### config.mk
export PLATFORM = sky130hd
export DESIGN_NAME = pdm_audio_in
export DESIGN_NICKNAME = d
export VERILOG_FILES = /design/src/rtl/pdm_audio_in.sv
export SDC_FILE = /design/constraint.sdc
export NUM_CORES = 2
export LEC_CHECK = 0
export BUFFER_PORTS_ARGS = -buffer_cell sky130_fd_sc_hd__buf_2
export CORE_MARGIN = 2
export CORE_UTILIZATION = 30
export DETAILED_ROUTE_END_ITERATION = 12
export PLACE_DENSITY = 0.5
export RECOVER_POWER = 100
export SLEW_MARGIN = 20
export SYNTH_ARGS = -nofsm -noshare
export SYNTH_HDL_FRONTEND = slang
export SYNTH_SLANG_ARGS = --single-unit
### constraint.sdc
create_clock -name clk -period 17.1 [get_ports clk]
set_clock_uncertainty 0.05 [all_clocks]
set_input_delay 3.42 -clock clk [delete_from_list [all_inputs] [get_ports clk]]
set_output_delay 3.42 -clock clk [all_outputs]
set_load 0.03 [all_outputs]
### src/rtl/pdm_audio_in.sv
// PDM microphone front end: clock divider, 2-flop input synchronizer, 64:1 ones-count
// decimator into a 256x16 sample ring, and a single-cycle PicoRV32 bus slave.
module pdm_audio_in #(
    parameter int CLK_DIV = 16,
    parameter int DECIM   = 64
) (
    input  logic        clk,
    input  logic        resetn,
    input  logic        enable_ram,
    input  logic        enable_ctrl,
    input  logic        mem_valid,
    output logic        mem_ready,
    input  logic        mem_instr,
    input  logic [3:0]  mem_wstrb,
    input  logic [31:0] mem_wdata,
    input  logic [31:0] mem_addr,
    output logic [31:0] mem_rdata,
    output logic        pdm_clk_o,
    input  logic        pdm_data_i,
    output logic        irq_o
);
    localparam int CW = $clog2(CLK_DIV);
    localparam logic [CW-1:0] CNT_LAST = CW'(CLK_DIV - 1);
    localparam logic [CW-1:0] CNT_HALF = CW'(CLK_DIV / 2);
    localparam logic [5:0]    BIT_LAST = 6'(DECIM - 1);

    logic          run_q, run_d, irq_en_q, irq_en_d;
    logic          irq_pending_q, irq_pending_d, overrun_q, overrun_d;
    logic [7:0]    wr_ptr_q, wr_ptr_d;
    logic [CW-1:0] cnt_q, cnt_d;
    logic [6:0]    ones_q, ones_d;
    logic [5:0]    bit_cnt_q, bit_cnt_d;
    logic          sync1_q, sync1_d, sync2_q, sync2_d;
    logic          mem_ready_q, mem_ready_d, pdm_clk_q, pdm_clk_d, irq_q, irq_d;
    logic [31:0]   mem_rdata_q, mem_rdata_d;

    logic [15:0]   buf_mem [0:255];
    logic [15:0]   rd_sample, smp_val;
    logic [6:0]    ones_sum;
    logic          req, ctrl_wr, run_start, run_stop, bit_tick, smp_we, set_evt, clr_irq;
    logic          unused_bits;

    assign unused_bits = ^{mem_instr, mem_addr[31:10], mem_addr[1:0], mem_wdata[31:3]};
    assign rd_sample   = buf_mem[mem_addr[9:2]];

    always_comb begin
        req       = mem_valid && (enable_ram || enable_ctrl) && !mem_ready_q;
        ctrl_wr   = req && enable_ctrl && (mem_wstrb != 4'b0);
        run_start = ctrl_wr && !run_q && mem_wdata[0];
        run_stop  = ctrl_wr && run_q && !mem_wdata[0];
        clr_irq   = ctrl_wr && mem_wdata[2];
        bit_tick  = run_q && (cnt_q == CNT_LAST) && !run_stop;

        run_d     = ctrl_wr ? mem_wdata[0] : run_q;
        irq_en_d  = ctrl_wr ? mem_wdata[1] : irq_en_q;
        cnt_d     = (!run_q || cnt_q == CNT_LAST) ? '0 : cnt_q + 1'b1;
        sync1_d   = pdm_data_i;
        sync2_d   = sync1_q;
        wr_ptr_d  = wr_ptr_q;
        ones_d    = ones_q;
        bit_cnt_d = bit_cnt_q;
        smp_we    = 1'b0;
        set_evt   = 1'b0;

        // (ones-32)<<10 in 16 bits: subtracting 32 only flips bit 5 of the 6-bit count
        ones_sum = ones_q + 7'(sync2_q);
        smp_val  = ones_sum[6] ? 16'h7FFF : {~ones_sum[5], ones_sum[4:0], 10'b0};

        if (bit_tick) begin
            if (bit_cnt_q == BIT_LAST) begin
                smp_we    = 1'b1;
                set_evt   = (wr_ptr_q[6:0] == 7'h7F);
                wr_ptr_d  = wr_ptr_q + 8'd1;
                ones_d    = '0;
                bit_cnt_d = '0;
            end else begin
                ones_d    = ones_sum;
                bit_cnt_d = bit_cnt_q + 6'd1;
            end
        end

        if (run_start || run_stop) begin
            cnt_d     = '0;
            ones_d    = '0;
            bit_cnt_d = '0;
        end
        if (run_start) wr_ptr_d = '0;

        irq_pending_d = set_evt || (irq_pending_q && !clr_irq);
        overrun_d     = clr_irq ? 1'b0 : (overrun_q || (set_evt && irq_pending_q));

        pdm_clk_d   = run_d && (cnt_d < CNT_HALF);
        irq_d       = irq_pending_d && irq_en_d;
        mem_ready_d = req;
        mem_rdata_d = '0;
        if (req && mem_wstrb == 4'b0) begin
            if (enable_ctrl)
                mem_rdata_d = {14'b0, overrun_q, irq_pending_q, wr_ptr_q, 6'b0, irq_en_q, run_q};
            else
                mem_rdata_d = {{16{rd_sample[15]}}, rd_sample};
        end
    end

    // Sample store has no reset; a CPU read in the same cycle sees the previous contents.
    always_ff @(posedge clk) begin
        if (smp_we) buf_mem[wr_ptr_q] <= smp_val;
    end

    always_ff @(posedge clk or negedge resetn) begin
        if (!resetn) begin
            run_q         <= 1'b0;
            irq_en_q      <= 1'b0;
            irq_pending_q <= 1'b0;
            overrun_q     <= 1'b0;
            wr_ptr_q      <= '0;
            cnt_q         <= '0;
            ones_q        <= '0;
            bit_cnt_q     <= '0;
            sync1_q       <= 1'b0;
            sync2_q       <= 1'b0;
            mem_ready_q   <= 1'b0;
            mem_rdata_q   <= '0;
            pdm_clk_q     <= 1'b0;
            irq_q         <= 1'b0;
        end else begin
            run_q         <= run_d;
            irq_en_q      <= irq_en_d;
            irq_pending_q <= irq_pending_d;
            overrun_q     <= overrun_d;
            wr_ptr_q      <= wr_ptr_d;
            cnt_q         <= cnt_d;
            ones_q        <= ones_d;
            bit_cnt_q     <= bit_cnt_d;
            sync1_q       <= sync1_d;
            sync2_q       <= sync2_d;
            mem_ready_q   <= mem_ready_d;
            mem_rdata_q   <= mem_rdata_d;
            pdm_clk_q     <= pdm_clk_d;
            irq_q         <= irq_d;
        end
    end

    assign mem_ready = mem_ready_q;
    assign mem_rdata = mem_rdata_q;
    assign pdm_clk_o = pdm_clk_q;
    assign irq_o     = irq_q;
endmodule

==> metrics.csv <==
stage;metric;value;unit
job;max-cap violations;19;
layout;Finished Layout Cells;7101;
sta;max-slew violation total from the final report;1300;
place;Cells after DPL;6755;
power_and_ir_drop;VDD IR-drop max;88.7;µV
synth;Async S/R FF share, synth;2.61;%
clock_network;CTS sink count;1840;
floorplan;Ports;110;
sta;Final Critical Period;11.48;ns
clock_network;CTS root buf;clkbuf_16;
worst_setup_path;crit-path leading delay family;buffers and inverters;
layout;final net count;3846;
synth;area leader, netlist;edfxtp_1;
sta;Fin. Hold Viols;0;
run_status;failing checks;capacitance limit, slew limit;
worst_setup_path;worst endpoint data arrival time;12.08;ns
sta;Slew headroom;-217;%
worst_setup_path;Setup CP Type;in -> reg;
grt;largest net degree at the start of global routing;201;
synth;Area contributors post-synth;edfxtp_1, mux4_2, mux2i_1, nor2_1, dfrtp_1;
synth;Post-synth EDFFs;1792;
worst_setup_path;Critical-path top delay cell;clkbuf_1;
run_status;status;finished with violations;
worst_setup_path;CP Buf/Inv Count;3;
grt;Congestion Overflow GR;0;
place;Detailed Place HPWL;120000;µm
synth;cell area after synthesis;72200;µm²
floorplan;core area;240000;µm²
synth;dominant synthesized flop cell;edfxtp_1;
floorplan;Die X;494;µm
synth;number of synthesized register bits;1840;
worst_setup_path;Worst Setup End Kind;flip-flop;
clock_network;CTS Buf Count;191;
grt;initial antenna violation count;10;
route;drt pass-1 iters;7;
worst_setup_path;startpoint types;input port;
worst_setup_path;WP data required;17.70;ns
floorplan;row cnt;180;
clock_network;CTS Hold Bufs;0;
grt;global-route wire length before repair;279000;µm
clock_network;clk_lat worst skew;0.82;ns
place;Final Wtd Congestion;0.816;
synth;Synth cell types;71;
sta;fmax;87.1;MHz
power_and_ir_drop;Leak;27.4;nW
synth;Post-Syn Nets;3746;
route;Avg WL per Cell;27.8;µm
synth;sequential-to-total area share from yosys stat;76.2;%
clock_network;post-cts resize count;0;
clock_network;clk buf depth;3;
synth;Post-Syn Area per Cell;19.7;µm²
layout;share of cells above drive strength 1;19.4;%
power_and_ir_drop;pwr/cell area;112;nW/µm²
sta;setup TNS;0;ns
worst_setup_path;slowest stage delay, CP;2.64;ns
min_path;hold crit path type;reg -> reg;
route;detailed-route wire length;197000;µm
layout;layout overhead on the synthesized area;13.0;%
sta;fraction of the cycle the final worst path needs;67.1;%
place;IO Port Bufs;55;
clock_network;CTS tree;done;
route;vias after detailed routing;36000;
sta;Finish-stage setup viols;0;
synth;synthesized instance count;3663;
floorplan;Chip Height;494;µm
floorplan;Initial Utilization;30.1;%
clock_network;CTS H-tree depth;4;
route;initial drt markers;3830;
clock_network;Worst-path clk slew;0.06;ns
synth;share of Yosys cell area claimed by the top area cell type;74.6;%
worst_setup_path;CP max FO;63;
worst_setup_path;cell chain of the critical path;buf_8 -> clkbuf_1 -> clkbuf_1 -> mux4_2 -> nand2_1 -> nand4_1 -> a221oi_1 -> a311oi_1 -> a41oi_1 -> nand2_1;
grt;GRT Util Overall;15.9;%
floorplan;die area;245000;µm²
sta;worst-margin pin slew;4.74;ns
sta;RSZ-0062 raised after global routing;false;
synth;Ys Warns;0;
route;Via density;5.08;
layout;fillers;22700;
route;DR DRC count;0;
route;antenna-violating nets left;0;
clock_network;post-CTS setup buffer count;0;
grt;number of global-route vias before repair;36600;
## per-layer routing
layer	vias to the layer above	wire [µm]	track usage (%)
met1	19500	87900	22.7
met3	250	12100	2.95
met4	4	4380	3.80
met2	1129	92800	25.2
met5	-	22	0
li1	15200	-	-
## placed cells by master (no fill, tap or decap), types with 16 or more instances in the layout
cell type and count:
dfrtp_1 48, nand3_1 27, nor2b_1 18, nor2_1 337
o22ai_1 73, mux2_2 45, a22oi_1 54, a211oi_1 40
mux4_2 351, edfxtp_1 1792, nor3_1 31, clkinv_2 29
mux2i_1 162, clkbuf_1 101, clkinv_1 40, nand2_1 127
a21oi_1 44, o21ai_0 53, clkbuf_16 193, nand4_1 16
buf_4 59
## cell type report
cell class / count / area [µm²] / share of cell area [%]
Clock buffer: 247 / 5070 / 6.22
Clock inverter: 97 / 768 / 0.942
Inverter: 9 / 35.0 / 0.0430
Multi-Input combinational cell: 1588 / 15800 / 19.4
Sequential cell: 1840 / 55000 / 67.5
Antenna cell: 2 / 5.00 / 0.00614
Timing Repair Buffer: 133 / 853 / 1.05
Tap cell: 3185 / 3990 / 4.89
## cells by family (layout without fill, tap and decap cells)
group / after synthesis / in the layout / share of synthesized area [%]
AO/OA/AOI/OAI: 357 / 357 / 3.44
XOR/XNOR: 16 / 16 / 0.194
adder cells (fa/ha/maj): 8 / 8 / 0.139
buffers and inverters: 235 / 486 / 1.92
AND/OR/NAND/NOR: 642 / 642 / 3.93
other: 0 / 2 / 0
multiplexers: 565 / 565 / 14.2
flip-flops: 1840 / 1840 / 76.2
## power by group
part,switching [mW],internal [mW],total [mW]
Clock,1.75,2.21,3.96
Sequential,0.00257,4.88,4.89
Combinational,0.177,0.0788,0.255
Total,1.93,7.17,9.11
## final timing paths
path                             start                to  slack [ns]  cells past startpoint
setup reg to reg             ones_q[0]  buf_mem[105][15]        7.46                     10
setup / recovery           mem_addr[2]     mem_rdata[16]        5.62                     10
hold reg to reg                sync1_q           sync2_q        0.42                      0
hold / removal                 sync1_q           sync2_q        0.42                      0
max in group asynchronous       resetn     mem_rdata[10]       11.55                      2
min in group asynchronous       resetn           sync1_q        3.66                      2
## flip-flops by register name, indices dropped and copies added (netlist names)
register	count
wr_ptr_q	8
mem_rdata	14
irq_o	1
sync2_q	1
irq_pending_q	1
cnt_q	4
pdm_clk_o	1
ones_q	7
sync1_q	1
buf_mem	1792
irq_en_q	1
overrun_q	1
mem_ready	1
bit_cnt_q	6
run_q	1
## synthesized netlist by cell type, types with 5 or more instances
cell / number
nand4_1: 16
buf_2: 57
o2111ai_1: 8
a22o_1: 13
o22ai_1: 73
o21ai_0: 53
and3_1: 15
o22a_1: 5
a22oi_1: 54
a21oi_1: 44
mux4_2: 351
a221oi_1: 8
xnor2_1: 7
nor3_1: 31
edfxtp_1: 1792
buf_4: 50
o41ai_1: 6
ha_1: 8
a211oi_1: 40
dfrtp_1: 48
clkbuf_1: 80
or3_1: 8
nand2_1: 127
and2_1: 10
xor2_1: 9
nor2b_1: 23
o221ai_1: 13
nor2_1: 339
mux2_2: 45
nand2b_1: 12
mux4_1: 7
inv_1: 9
buf_1: 9
mux2i_1: 162
nand3_1: 30
buf_6: 26
## worst reg2reg max path: cells and delay by family, from the launching register on
kind / cells / cell delay (ns)
xor gates and xnor gates: 1 / 0.12
adders and majority gates: 2 / 0.41
buffers and inverters: 4 / 5.43
DFF: 1 / 0.36
and+or+nand+nor: 3 / 2.84
## metrics by stage
| step | util, % | total power [mW] | setup WS (ns) | instance area [µm²] | hold slack (ns) |
|---|---|---|---|---|---|
| final | 34.0 | 9.11 | 5.62 | 81500 | 0.421 |
| after global routing | 34.0 | 9.37 | 4.75 | 81500 | 0.427 |
| after CTS | 34.1 | 9.18 | 9.46 | 81700 | 0.443 |
| after detailed placement | 31.6 | 5.24 | 8.59 | 75900 | 0.423 |
| after global placement | 31.6 | 5.24 | 8.61 | 75900 | 0.419 |
| after floorplan | - | 5.15 | 5.96 | 72200 | 0.281 |
(Power assumes the default switching activity.)
